<file path="src/rtl/cpu_pkg.sv">
// Shared core constants: datapath width, reset PC, NOP encoding and register-field positions.
package cpu_pkg;

  localparam int unsigned XLEN      = 32;
  localparam logic [31:0] RESET_PC  = 32'h0000_0000;
  localparam logic [31:0] NOP_INSTR = 32'h0000_0000;
  localparam int unsigned RS1_HI    = 19;
  localparam int unsigned RS1_LO    = 15;
  localparam int unsigned RS2_HI    = 24;
  localparam int unsigned RS2_LO    = 20;
  localparam int unsigned PC_STEP   = 4;

endpackage

</file>
<file path="src/rtl/if_id_stage_pc_reg.sv">
// Program counter flop with next-PC selection: word-aligned redirect target, +4, or hold.
module pc_reg
  import cpu_pkg::*;
#(
  parameter int unsigned     XLEN     = 32,
  parameter logic [XLEN-1:0] RESET_PC = '0
) (
  input  logic            clk_i,
  input  logic            rst_i,
  input  logic            hold_i,
  input  logic            redirect_i,
  input  logic [XLEN-1:0] target_i,
  output logic [XLEN-1:0] pc_o
);

  logic [XLEN-1:0] pc_d, pc_q;

  always_comb begin
    pc_d = pc_q;
    if (redirect_i) begin
      pc_d = {target_i[XLEN-1:2], 2'b00};
    end else if (!hold_i) begin
      // Natural modulo-2^XLEN wrap
      pc_d = pc_q + XLEN'(PC_STEP);
    end
  end

  always_ff @(posedge clk_i or posedge rst_i) begin
    if (rst_i) begin
      pc_q <= RESET_PC;
    end else begin
      pc_q <= pc_d;
    end
  end

  assign pc_o = pc_q;

endmodule

</file>
<file path="src/rtl/if_id_stage.sv">
// Fetch front end: PC, IF/ID pipeline register, register-address taps and a saturating
// stall-cycle counter for debug readout.
module if_id_stage
  import cpu_pkg::*;
#(
  parameter int unsigned     XLEN     = cpu_pkg::XLEN,
  parameter logic [XLEN-1:0] RESET_PC = cpu_pkg::RESET_PC[XLEN-1:0],
  parameter int unsigned     CNT_W    = 16
) (
  input  logic             clk_i,
  input  logic             rst_i,
  input  logic             start_i,
  input  logic             stall_i,
  input  logic             flush_i,
  input  logic [XLEN-1:0]  branch_target_i,
  input  logic [31:0]      instr_i,
  output logic [XLEN-1:0]  pc_o,
  output logic [XLEN-1:0]  if_id_pc_o,
  output logic [31:0]      if_id_instr_o,
  output logic             if_id_valid_o,
  output logic [4:0]       rs1_addr_o,
  output logic [4:0]       rs2_addr_o,
  output logic [CNT_W-1:0] stall_cnt_o
);

  logic            pc_hold;
  logic            pc_redirect;
  logic [XLEN-1:0] if_id_pc_d, if_id_pc_q;
  logic [31:0]     if_id_instr_d, if_id_instr_q;
  logic            if_id_valid_d, if_id_valid_q;
  logic [CNT_W-1:0] stall_cnt_d, stall_cnt_q;

  // Halt outranks flush, flush outranks stall
  assign pc_hold     = !start_i || stall_i;
  assign pc_redirect = start_i && flush_i;

  pc_reg #(
    .XLEN     (XLEN),
    .RESET_PC (RESET_PC)
  ) u_pc_reg (
    .clk_i      (clk_i),
    .rst_i      (rst_i),
    .hold_i     (pc_hold),
    .redirect_i (pc_redirect),
    .target_i   (branch_target_i),
    .pc_o       (pc_o)
  );

  always_comb begin
    if_id_pc_d    = if_id_pc_q;
    if_id_instr_d = if_id_instr_q;
    if_id_valid_d = if_id_valid_q;
    stall_cnt_d   = stall_cnt_q;
    if (!start_i) begin
      if_id_valid_d = 1'b0;
    end else if (flush_i) begin
      if_id_pc_d    = '0;
      if_id_instr_d = NOP_INSTR;
      if_id_valid_d = 1'b0;
    end else if (stall_i) begin
      if (stall_cnt_q != {CNT_W{1'b1}}) begin
        stall_cnt_d = stall_cnt_q + 1'b1;
      end
    end else begin
      if_id_pc_d    = pc_o;
      if_id_instr_d = instr_i;
      if_id_valid_d = 1'b1;
    end
  end

  always_ff @(posedge clk_i or posedge rst_i) begin
    if (rst_i) begin
      if_id_pc_q    <= '0;
      if_id_instr_q <= NOP_INSTR;
      if_id_valid_q <= 1'b0;
      stall_cnt_q   <= '0;
    end else begin
      if_id_pc_q    <= if_id_pc_d;
      if_id_instr_q <= if_id_instr_d;
      if_id_valid_q <= if_id_valid_d;
      stall_cnt_q   <= stall_cnt_d;
    end
  end

  assign if_id_pc_o    = if_id_pc_q;
  assign if_id_instr_o = if_id_instr_q;
  assign if_id_valid_o = if_id_valid_q;
  assign rs1_addr_o    = if_id_instr_q[RS1_HI:RS1_LO];
  assign rs2_addr_o    = if_id_instr_q[RS2_HI:RS2_LO];
  assign stall_cnt_o   = stall_cnt_q;

endmodule

</file>
<file path="config.mk">
export PLATFORM = sky130hd
export DESIGN_NAME = if_id_stage
export DESIGN_NICKNAME = d
export VERILOG_FILES = /design/src/rtl/cpu_pkg.sv /design/src/rtl/if_id_stage_pc_reg.sv /design/src/rtl/if_id_stage.sv
export SDC_FILE = /design/constraint.sdc
export NUM_CORES = 1
export LEC_CHECK = 0
export ABC_AREA = 1
export CORE_MARGIN = 2
export CORE_UTILIZATION = 46
export CTS_BUF_LIST = sky130_fd_sc_hd__clkbuf_4 sky130_fd_sc_hd__clkbuf_8 sky130_fd_sc_hd__clkbuf_16
export DETAILED_ROUTE_END_ITERATION = 7
export GPL_TIMING_DRIVEN = 0
export PLACE_DENSITY = 0.81
export RECOVER_POWER = 25
export SETUP_SLACK_MARGIN = 0.4
export SYNTH_ARGS = -nofsm -noshare
export SYNTH_HDL_FRONTEND = slang
export SYNTH_SLANG_ARGS = --single-unit
</file>
<file path="constraint.sdc">
create_clock -name clk_i -period 4.04 [get_ports clk_i]
set_input_delay 0.404 -clock clk_i [delete_from_list [all_inputs] [get_ports clk_i]]
set_output_delay 0.404 -clock clk_i [all_outputs]
set_load 0.005 [all_outputs]
</file>
# ---- Word-level counts from Yosys, hierarchy flattened
# Cells that the tools add are included.
dict set report classes {
  n_mul 0
  order_cmp 0
  bitwise_logic 1
  addsub 2
  n_reduce_logical 5
  n_shift 0
  n_mux 9
  n_div 0
  n_eq_ne 4
}
# cell count
set ops {}
lappend ops {{two-way mux 32 bit} 6}
lappend ops {{adder 32 x 3 -> 32 bit (second input constant)} 1}
lappend ops {{adder 16 x 1 -> 16 bit (second input constant)} 1}
lappend ops {{!= test 16 bit (second input constant)} 1}
lappend ops {{AND reduction 4 bit} 1}
lappend ops {{two-way mux 1 bit} 3}
lappend ops {{!= test 3 x 2 -> 1 bit (second input constant)} 1}
lappend ops {{!= test 2 x 1 -> 1 bit (second input constant)} 1}
lappend ops {{!= test 2 bit (second input constant)} 1}
lappend ops {{AND reduction 2 bit} 1}
lappend ops {{logical AND 1 bit} 1}
lappend ops {{logical NOT 1 bit} 1}
lappend ops {{logical OR 1 bit} 1}
lappend ops {{NOT 1 bit} 1}
dict set report totals {
  latchBits 0
  ramBits 0
  register_bits 113
  romBits 0
  word_cells 26
  memories 0
}

# ---- Logic depth before layout (Yosys ltp)
# Gate-level depths: netlist of run 1.
dict set report depth {
  word_depth 4
  ltp_mapped 10
}

# ---- Modules after synthesis
# From an unflattened synthesis of run 1, not the netlist that was laid out.
dict set report hier_totals {
  hier_cells 784
  hier_area_um2 5940.7
}
# mod seq_area_each_um2 n_inst cells_per_inst area_each_um2
set by_module_without_submodules {}
lappend by_module_without_submodules {if_id_stage 2026.9 1 448 3736.1}
lappend by_module_without_submodules {pc_reg 750.7 1 336 2204.6}

# ---- Worst setup path before layout of run 1
# Ideal clock, no wire load.
dict set report synth_timing {
  path_kind {register -> register}
  start {register stall_cnt_q[0] (netlist: stall_cnt_o[0])}
  end {register stall_cnt_q[7] (netlist: stall_cnt_o[7])}
  stages_incl_launch_ff 10
  synth_period_minus_slack_ns 1.589
  path_buffers 1
  setup_ns 0.120
  t_arrival_ns 1.468
  slack_ns 2.451
  path_cell_list {dfrtp_1 -> ha_1 -> nand3_2 -> nor3_4 -> nand3_2 -> nand2_4 -> inv_4 -> buf_6 -> nand3b_2 -> nand2_1}
}
dict set report synth_via {
  elab_chain_len 2
}
# item line
set synth_lines {}
lappend synth_lines {{from (decl)} if_id_stage.sv:31} ;# logic [CNT_W-1:0] stall_cnt_d, stall_cnt_q;
lappend synth_lines {{from (signal assigned)} if_id_stage.sv:81} ;# stall_cnt_q <= stall_cnt_d;
lappend synth_lines {{parallel branches: the longest is 2 deep, another holds adder 16 x 1 -> 16 bit} -}
# Several ways; the timed one is not identified.
# A chain may end at the register's enable or synchronous reset.

==> results of run 1 <==
==> area by class of cell <==
type	count	area (um2)	share of cell area (%)
Buffer	44	237.7	2.961
Clock buffer	12	260.3	3.242
Clock inverter	4	77.57	0.9663
Inverter	52	198.9	2.478
Multi-Input combinational cell	450	2417	30.11
Sequential cell	110	2753	34.29
Tap cell	147	183.9	2.291
Timing Repair Buffer	188	1899	23.66
==> through the flow <==
step	setup WS [ns]	hold slack, ns	instances	TNS (ns)	area [um2]
floorplan	0.7337	0.4654	656	0	5605
global placement	-0.8041	0.4585	990	-87.87	7661
detailed placement	1.669	0.4650	991	0	7691
CTS	1.992	0.4821	1007	0	8029
global route	1.548	0.5093	1007	0	8028
finish	1.907	0.4786	1007	0	8028
==> flip-flops by register name (all words and copies together) (netlist names) <==
register and flops:
if_id_instr_o 32, if_id_pc_o 31, u_pc_reg.pc_o 30, stall_cnt_o 16
if_id_valid_o 1
==> how the worst max path moves through the flow <==
| stage | start | endpoint | slack [ns] | cells after the start |
|---|---|---|---|---|
| 2_1_floorplan | rst_i | if_id_instr_o[0]$_DFFE_PP0P_ | 0.73 | 1 |
| 3_3_place_gp | rst_i | if_id_pc_o[12]$_DFFE_PP0P_ | -0.80 | 2 |
| 4_1_cts | start_i | u_pc_reg.pc_o[21]$_DFFE_PP0P_ | 1.99 | 7 |
| 3_5_place_dp | start_i | u_pc_reg.pc_o[21]$_DFFE_PP0P_ | 1.67 | 7 |
| 5_1_grt | rst_i | if_id_pc_o[1]$_DFFE_PP0P_ | 1.55 | 2 |
| 6_report | rst_i | if_id_pc_o[10]$_DFFE_PP0P_ | 1.91 | 3 |
==> cell families (layout without fill, tap and decap cells) <==
group           after synthesis  count (layout)  share of synthesized area [%]
xor+xnor                     13              13                          2.033
simple gates                325             325                          24.57
flops                       110             110                          49.14
compound gates              108             108                          15.97
other cells                   1               2                        0.06694
buf+inv                      96             300                          7.773
fa+ha+maj                     2               2                         0.4467
==> Yosys cell counts, types with 2 or more instances <==
cell and count:
nand2_1 194, dfrtp_1 110, nor2_1 66, a32o_1 60
inv_1 50, nand3_1 36, clkbuf_1 18, a21oi_1 14
buf_4 14, o21ai_0 14, buf_2 9, nor2_2 8
xnor2_1 7, o211ai_1 6, xor2_1 6, nand3b_1 4
o21bai_1 4, a22oi_1 3, nand2_2 3, nand4_1 3
nor3_1 3, a22o_1 2, ha_1 2, nand3_2 2
nor2_4 2, o21ai_2 2
==> metal layers <==
layer / up-vias / wire [um] / track usage (%)
met5: - / 0 / 0
met4: 0 / 537 / 12.11
met3: 44 / 1284 / 4.500
met2: 239 / 8346 / 45.60
met1: 2632 / 7125 / 33.17
li1: 2597 / - / -
==> power groups by stage <==
stage / clock [W] / sequential [W] / combinational [W]
2_1_floorplan: 0 / 0.00137 / 0.000317
3_3_place_gp: 0 / 0.00139 / 0.000723
3_5_place_dp: 0 / 0.00140 / 0.000738
4_1_cts: 0.00102 / 0.00138 / 0.000744
5_1_grt: 0.00106 / 0.00140 / 0.000810
6_report: 0.00100 / 0.00138 / 0.000737
==> critical path: stages <==
cell,delay [ns]
dlygate4sd3_1,0.55
clkinvlp_2,1.28
buf_16,0.37
==> results.cfg, run 1 <==
[global_routing]
grt_use_total_pct = 26.66
grt_pass1_vias = 5321
grt.overflow.total = 0
grt_pass1_wl_um = 26840
antenna_found_initial = 0
grt_start_max_net_pins = 63

[power_and_ir_drop]
power_w = 0.003119
power_per_cell_area_nw_per_um2 = 388.5
leakage_nw = 3.539
internal-power_w = 0.002230
power_frac_seq_pct = 44.2
p_sw_w = 0.0008884
clkPwrFrac_pct = 32.1
power_frac_comb_pct = 23.6
swShare_pct = 28.49
ir_drop_v = 0.0001848

[sta]
fin_skew_ns = 0.006465
max_slew_margin_pct = -50.48
hold_viol = 0
drv_slew = 49
rsz0062_at_grt = no
setup_violations = 0
period_share_pct = 52.80
fmax_ghz = 0.4688
tightest_slew_ns = 2.245
period_needed_ns = 2.133

[yosys]
synth_top_cell_by_area = dfrtp_1
syn_inst = 655
ys.flop_type = dfrtp_1
yosysWarnings = 0
ys_seq_area_share_pct = 49.14
ys_async_sr_fraction_pct = 100.0
synth_seq_cells = 110
ys_types = 39
synth_edf_count = 0
syn_area_per_cell_um2 = 8.552
yosys.area.top_type_share_pct = 49.14
synth.area.top_cells = dfrtp_1, nand2_1, a32o_1, nor2_1, inv_1
synth_area_um2 = 5602

[clock_tree]
ctsHoldBuffers = 0
clockRootBuffer = clkbuf_16
cts_buffers = 9
cts_tree = yes
post_cts_buffers = 0
worstSkewPairLatency_ns = 0.36
htree_levels = 3
cts_resized = 0
cts.sinks = 110
clk_path_buf_depth = 2
clkSlewWorstSetupHoldPaths_ns = 0.07

[final_layout]
area.growth.synth_to_final_pct = 43.31
drive_above_1_share_pct = 7.442
filler_cell_count = 964
final_cell_mix = nand2_1, clkdlybuf4s50_1, dfrtp_1, nor2_1, a32o_1
diodes = 0
nNetsFinal = 926
final_common_cell = nand2_1
fin_util_pct = 67.11

[worst_setup_path]
cp.arrival_ns = 2.65
rr_startpoint = u_pc_reg.pc_o[2]$_DFFE_PP0P_
worst-path-max-fanout = 62
rr_endpoint = u_pc_reg.pc_o[26]$_DFFE_PP0P_
reg2reg_slack_ns = 2.10
path_class = in2async
crit_required_ns = 4.56
worstSetupEndpointType = asynchronous set/reset pin
cp-start-kind = input port
r2r_cells = 10

[min_path]
holdCritPathClass = reg2reg
hold_depth = 2
hold_path.startpoint = if_id_valid_o$_DFFE_PP0P_
min_to = if_id_valid_o$_DFFE_PP0P_

[floorplan]
fp.dieW_um = 114.4
fp.dieH_um = 114.4
num_io_pins = 192
std_cell_rows = 40
die_area_um2 = 13080
core-area_um2 = 11960
start_util_pct = 46.83

[route]
routedWlPerCell_um = 17.17
avgViaCountPerCell = 5.474
antenna_left = 0
drc = 0
drt_pass1_iterations = 5
drt_iter0_markers = 374
vias = 5512
wl_um = 17290

[place]
dpl.hpwl_um = 12900
routabilityCongestion = 0.9377
port_buffers = 187

[run_status]
violations = max-capacitance violations, max-slew violations
status = finished, violations left

[run]
maxCapViolCount = 1
(Power assumes the default switching activity.)
==> run 2, diff against run 1 <==
Clock period 4.04 ns to 2.12 ns, I/O delays scaled along.
==> results.cfg, run 2 (same netlist as run 1, synthesis figures left out) <==
[sta]
whs_ns = 0.4347
rsz0062_at_grt = no
fin_skew_ns = 0.007005
fin_ws_ns = 0.3120
tightest_slew_ns = 0.8607
period_needed_ns = 1.808
period_share_pct = 85.28
max_slew_margin_pct = 42.50
setup_violations = 0
fmax_ghz = 0.5531
hold_viol = 0
drv_slew = 0

[worst_setup_path]
path_class = in2reg
cpPeakStageDelay_ns = 0.62
slowest_stage = clkdlybuf4s50_1
crit_required_ns = 2.36
cpLargestDelayFamily = buffers and inverters
worst-path-max-fanout = 8
worstSetupEndpointType = register
rr_startpoint = stall_cnt_o[0]$_DFFE_PP0P_
cp-start-kind = input port
critical_path_buf_inv_count = 3
cp.arrival_ns = 2.05
startpoint = stall_i
worstPathCellList = clkdlybuf4s50_1, clkinvlp_4, nand2_1, clkinvlp_4, a22o_1
cpMostUsedCell = clkinvlp_4

[clock_tree]
clkSlewWorstSetupHoldPaths_ns = 0.08
cts.sinks = 110
worstSkewPairLatency_ns = 0.36
htree_levels = 3
clockRootBuffer = clkbuf_16
clk_path_buf_depth = 2
cts_tree = yes
cts_buffers = 9
ctsHoldBuffers = 0

[final_layout]
area.growth.synth_to_final_pct = 45.45
nNetsFinal = 935
final_common_cell = nand2_1
final_cell_mix = nand2_1, clkdlybuf4s50_1, dfrtp_1, a32o_1, nor2_1
diodes = 0
drive_above_1_share_pct = 10.93
largest_reg_flops = 32

[floorplan]
core-area_um2 = 11960
num_io_pins = 192
start_util_pct = 46.83
die_area_um2 = 13080
std_cell_rows = 40
fp.dieW_um = 114.4
fp.dieH_um = 114.4

[route]
drt_pass1_iterations = 5
drc = 0
avgViaCountPerCell = 5.480
vias = 5568
antenna_left = 0
drt_iter0_markers = 362
routedWlPerCell_um = 17.30
wl_um = 17580

[run]
maxCapViolCount = 0

[global_routing]
antenna_found_initial = 0
grt_pass1_wl_um = 27840
grt_pass1_vias = 5503
grt_use_total_pct = 27.42
grt.overflow.total = 0
grt_start_max_net_pins = 43

[place]
port_buffers = 187
dpl.hpwl_um = 13280
routabilityCongestion = 0.9394
place_ws_ns = -0.09187

[power_and_ir_drop]
leakage_nw = 3.568
power_w = 0.005770
ir_drop_v = 0.0003785
power_per_cell_area_nw_per_um2 = 708.2

[run_status]
status = finished, final reports clean

[min_path]
holdCritPathClass = in2reg
hold_path.startpoint = branch_target_i[20]
-- run 2: where the power goes --
| group | total, W | internal, W | switching, W |
|---|---|---|---|
| clock network | 0.00166 | 0.000847 | 0.000808 |
| logic | 0.00147 | 0.000833 | 0.000633 |
| registers | 0.00265 | 0.00233 | 0.000315 |
| total | 0.00577 | 0.00401 | 0.00176 |
-- run 2: worst min-delay path, stage by stage --
cell	delay, ns
clkdlybuf4s50_1	0.40
nand2_1	0.07
nand3_1	0.07
-- run 2: cell type report --
cell class | count | area, um2
Fill cell | 996 | 3814
Sequential cell | 110 | 2763
Multi-Input combinational cell | 450 | 2510
Timing Repair Buffer | 197 | 1959
Clock buffer | 11 | 246.5
Buffer | 44 | 244.0
Inverter | 52 | 209.0
Tap cell | 147 | 183.9
Clock inverter | 5 | 32.53
-- run 2: path summary, 6_finish.rpt --
path / end / slack [ns] / cells after the start
setup / recovery: if_id_pc_o[9]$_DFFE_PP0P_ / 0.31 / 5
hold / removal: u_pc_reg.pc_o[20]$_DFFE_PP0P_ / 0.43 / 3
setup reg to reg: stall_cnt_o[7]$_DFFE_PP0P_ / 0.50 / 9
hold reg to reg: if_id_instr_o[25]$_DFFE_PP0P_ / 0.49 / 1
max in group asynchronous: if_id_pc_o[12]$_DFFE_PP0P_ / 0.48 / 3
min in group asynchronous: if_id_instr_o[21]$_DFFE_PP0P_ / 0.51 / 2
-- run 2: routing by layer --
layer	vias up	GRT usage (%)	share of wire, %
met5	-	0	0
met4	0	12.44	3.2
met3	39	4.341	6.1
met2	253	46.23	49
met1	2660	34.88	42
li1	2616	-	-
-- run 2: through the flow --
stage	std cells	area (um2)	util (%)	setup TNS, ns
after floorplan	656	5609	-	0
after global placement	990	7665	64.08	-49.57
after detailed placement	992	7705	64.41	-0.4852
after CTS	1008	8019	67.04	0
after global routing	1016	8148	68.12	0
final	1016	8148	68.12	0
-- run 2: repair_timing --
action | in CTS | in global routing
setup buffers | 0 | 8
setup endpoints to repair | 46 | 66
cloned | 0 | 0
hold endpoints to repair | 0 | 0
pin swaps | 0 | 10
gates resized for setup | 8 | 31
==> run 3, diff against run 2 <==
Settings changed: CAP_MARGIN set to 40, SLEW_MARGIN set to 20.
==> results.cfg, run 3 (same netlist as run 1, synthesis figures left out) <==
[power_and_ir_drop]
leakage_nw = 3.582
ir_drop_v = 0.0003915
power_per_cell_area_nw_per_um2 = 706.9
power_frac_seq_pct = 45.6
power_frac_comb_pct = 26.0
p_sw_w = 0.001748
clkPwrFrac_pct = 28.3
swShare_pct = 30.24
internal-power_w = 0.004031

[place]
dpl.hpwl_um = 13250
routabilityCongestion = 0.9394
port_buffers = 187

[sta]
tns_ns = 0
fin_skew_ns = 0.007751
tightest_slew_ns = 1.158
fmax_ghz = 0.6058
setup_violations = 0
hold_viol = 0
whs_ns = 0.4305
period_share_pct = 77.87
rsz0062_at_grt = yes
period_needed_ns = 1.651
max_slew_margin_pct = 22.35
drv_slew = 0

[final_layout]
final_common_cell = nand2_1
diodes = 0
area.growth.synth_to_final_pct = 45.92
seq_area_um2 = 2760
filler_cell_count = 971
largest_reg_flops = 32
multi_input_area_um2 = 2500
nNetsFinal = 938
final_cell_mix = nand2_1, clkdlybuf4s50_1, dfrtp_1, a32o_1, nor2_1
drive_above_1_share_pct = 11.01

[clock_tree]
ctsHoldBuffers = 0
cts.sinks = 110
worstSkewPairLatency_ns = 0.36
htree_levels = 3
clockRootBuffer = clkbuf_16
clk_path_buf_depth = 2
cts_buffers = 9
clkSlewWorstSetupHoldPaths_ns = 0.08
cts_tree = yes

[route]
wl_um = 17710
vias = 5533
antenna_left = 0
drt_pass1_iterations = 5
drt_iter0_markers = 368
drc = 0
avgViaCountPerCell = 5.430
routedWlPerCell_um = 17.38

[floorplan]
std_cell_rows = 40
core-area_um2 = 11960
num_io_pins = 192
fp.dieW_um = 114.4
start_util_pct = 46.83
fp.dieH_um = 114.4
die_area_um2 = 13080

[worst_setup_path]
path_class = reg2reg
worst-path-max-fanout = 8
cp.arrival_ns = 1.89
crit_required_ns = 2.36
r2r_cells = 8
worstSetupEndpointType = register
rr_startpoint = u_pc_reg.pc_o[2]$_DFFE_PP0P_
cp-start-kind = register
rr_endpoint = u_pc_reg.pc_o[14]$_DFFE_PP0P_
reg2reg_slack_ns = 0.47

[min_path]
hold_depth = 3
hold_path.startpoint = branch_target_i[20]
min_to = u_pc_reg.pc_o[20]$_DFFE_PP0P_
holdCritPathClass = in2reg

[global_routing]
grt_use_total_pct = 27.48
grt_pass1_wl_um = 27790
grt_pass1_vias = 5448
grt.overflow.total = 0
grt_start_max_net_pins = 31
antenna_found_initial = 0

[run]
maxCapViolCount = 0

[run_status]
status = finished, final reports clean
==> run 3: changes by cell type in the layout (fill, tap and decap cells not counted), moves of 2 or more <==
cell     previous run  this run
buf_12              1         3
buf_4              22        24
dfrtp_1           102       104
dfrtp_2             8         6
==> run 3: worst max path at each step <==
stage	startpoint	endpoint	slack, ns
floorplan	stall_cnt_o[0]$_DFFE_PP0P_	stall_cnt_o[7]$_DFFE_PP0P_	0.53
global placement	rst_i	if_id_pc_o[12]$_DFFE_PP0P_	-0.46
detailed placement	start_i	u_pc_reg.pc_o[21]$_DFFE_PP0P_	-0.05
CTS	start_i	u_pc_reg.pc_o[21]$_DFFE_PP0P_	0.38
global route	u_pc_reg.pc_o[2]$_DFFE_PP0P_	u_pc_reg.pc_o[16]$_DFFE_PP0P_	0.35
finish	u_pc_reg.pc_o[2]$_DFFE_PP0P_	u_pc_reg.pc_o[14]$_DFFE_PP0P_	0.47
==> run 3: layout make-up <==
cell class	count	share of cell area, %
plain buffers	44	2.985
clock buffers	11	3.015
clock inverters	5	0.4133
inverters	52	2.434
multi-input cells	450	30.58
flip-flops and latches	110	33.77
well taps	147	2.250
repair buffers	200	24.55
==> run 3: repair_timing <==
| action | CTS | global route |
|---|---|---|
| resized for setup | 8 | 26 |
| buffers inserted | 1 | 9 |
| hold endpoints to repair | 0 | 0 |
| pin swaps | 0 | 4 |
| endpoints found under the setup margin | 42 | 39 |
==> run 3: metal layers <==
metal  up-vias  track usage, %  wire (um)  share of wire (%)
met3        26           5.400       1077                6.1
met4         0           9.350        366                2.1
met2       228           48.33       8896                 50
met5         -               0          0                  0
li1       2627               -          -                  -
met1      2652           33.84       7365                 42
==> run 3: worst max-delay path: stages (launching register included) <==
cell	delay [ns]
dfrtp_1	0.41
ha_2	0.22
nand2_2	0.09
nor2_4	0.18
nand2_4	0.09
nor2_4	0.23
a21oi_1	0.11
o21ai_1	0.12
nand3_1	0.10
==> run 3: stage by stage <==
step           area, um2  power, W  setup slack, ns  std cells  util [%]
4_1_cts             8041  0.005763           0.3846       1010     67.23
3_3_place_gp        7665  0.004024          -0.4556        990     64.08
5_1_grt             8174  0.006066           0.3487       1019     68.34
6_report            8174  0.005779           0.4692       1019     68.34
3_5_place_dp        7725  0.004087         -0.04856        993     64.58
2_1_floorplan       5609  0.003216           0.5312        656         -
==> run 3: power by group through the flow <==
stage / clock network [W] / registers [W] / logic (W)
final: 0.00164 / 0.00264 / 0.00150
after global routing: 0.00175 / 0.00268 / 0.00164
after CTS: 0.00166 / 0.00263 / 0.00147
after detailed placement: 0 / 0.00266 / 0.00142
after global placement: 0 / 0.00265 / 0.00138
after floorplan: 0 / 0.00261 / 0.000605
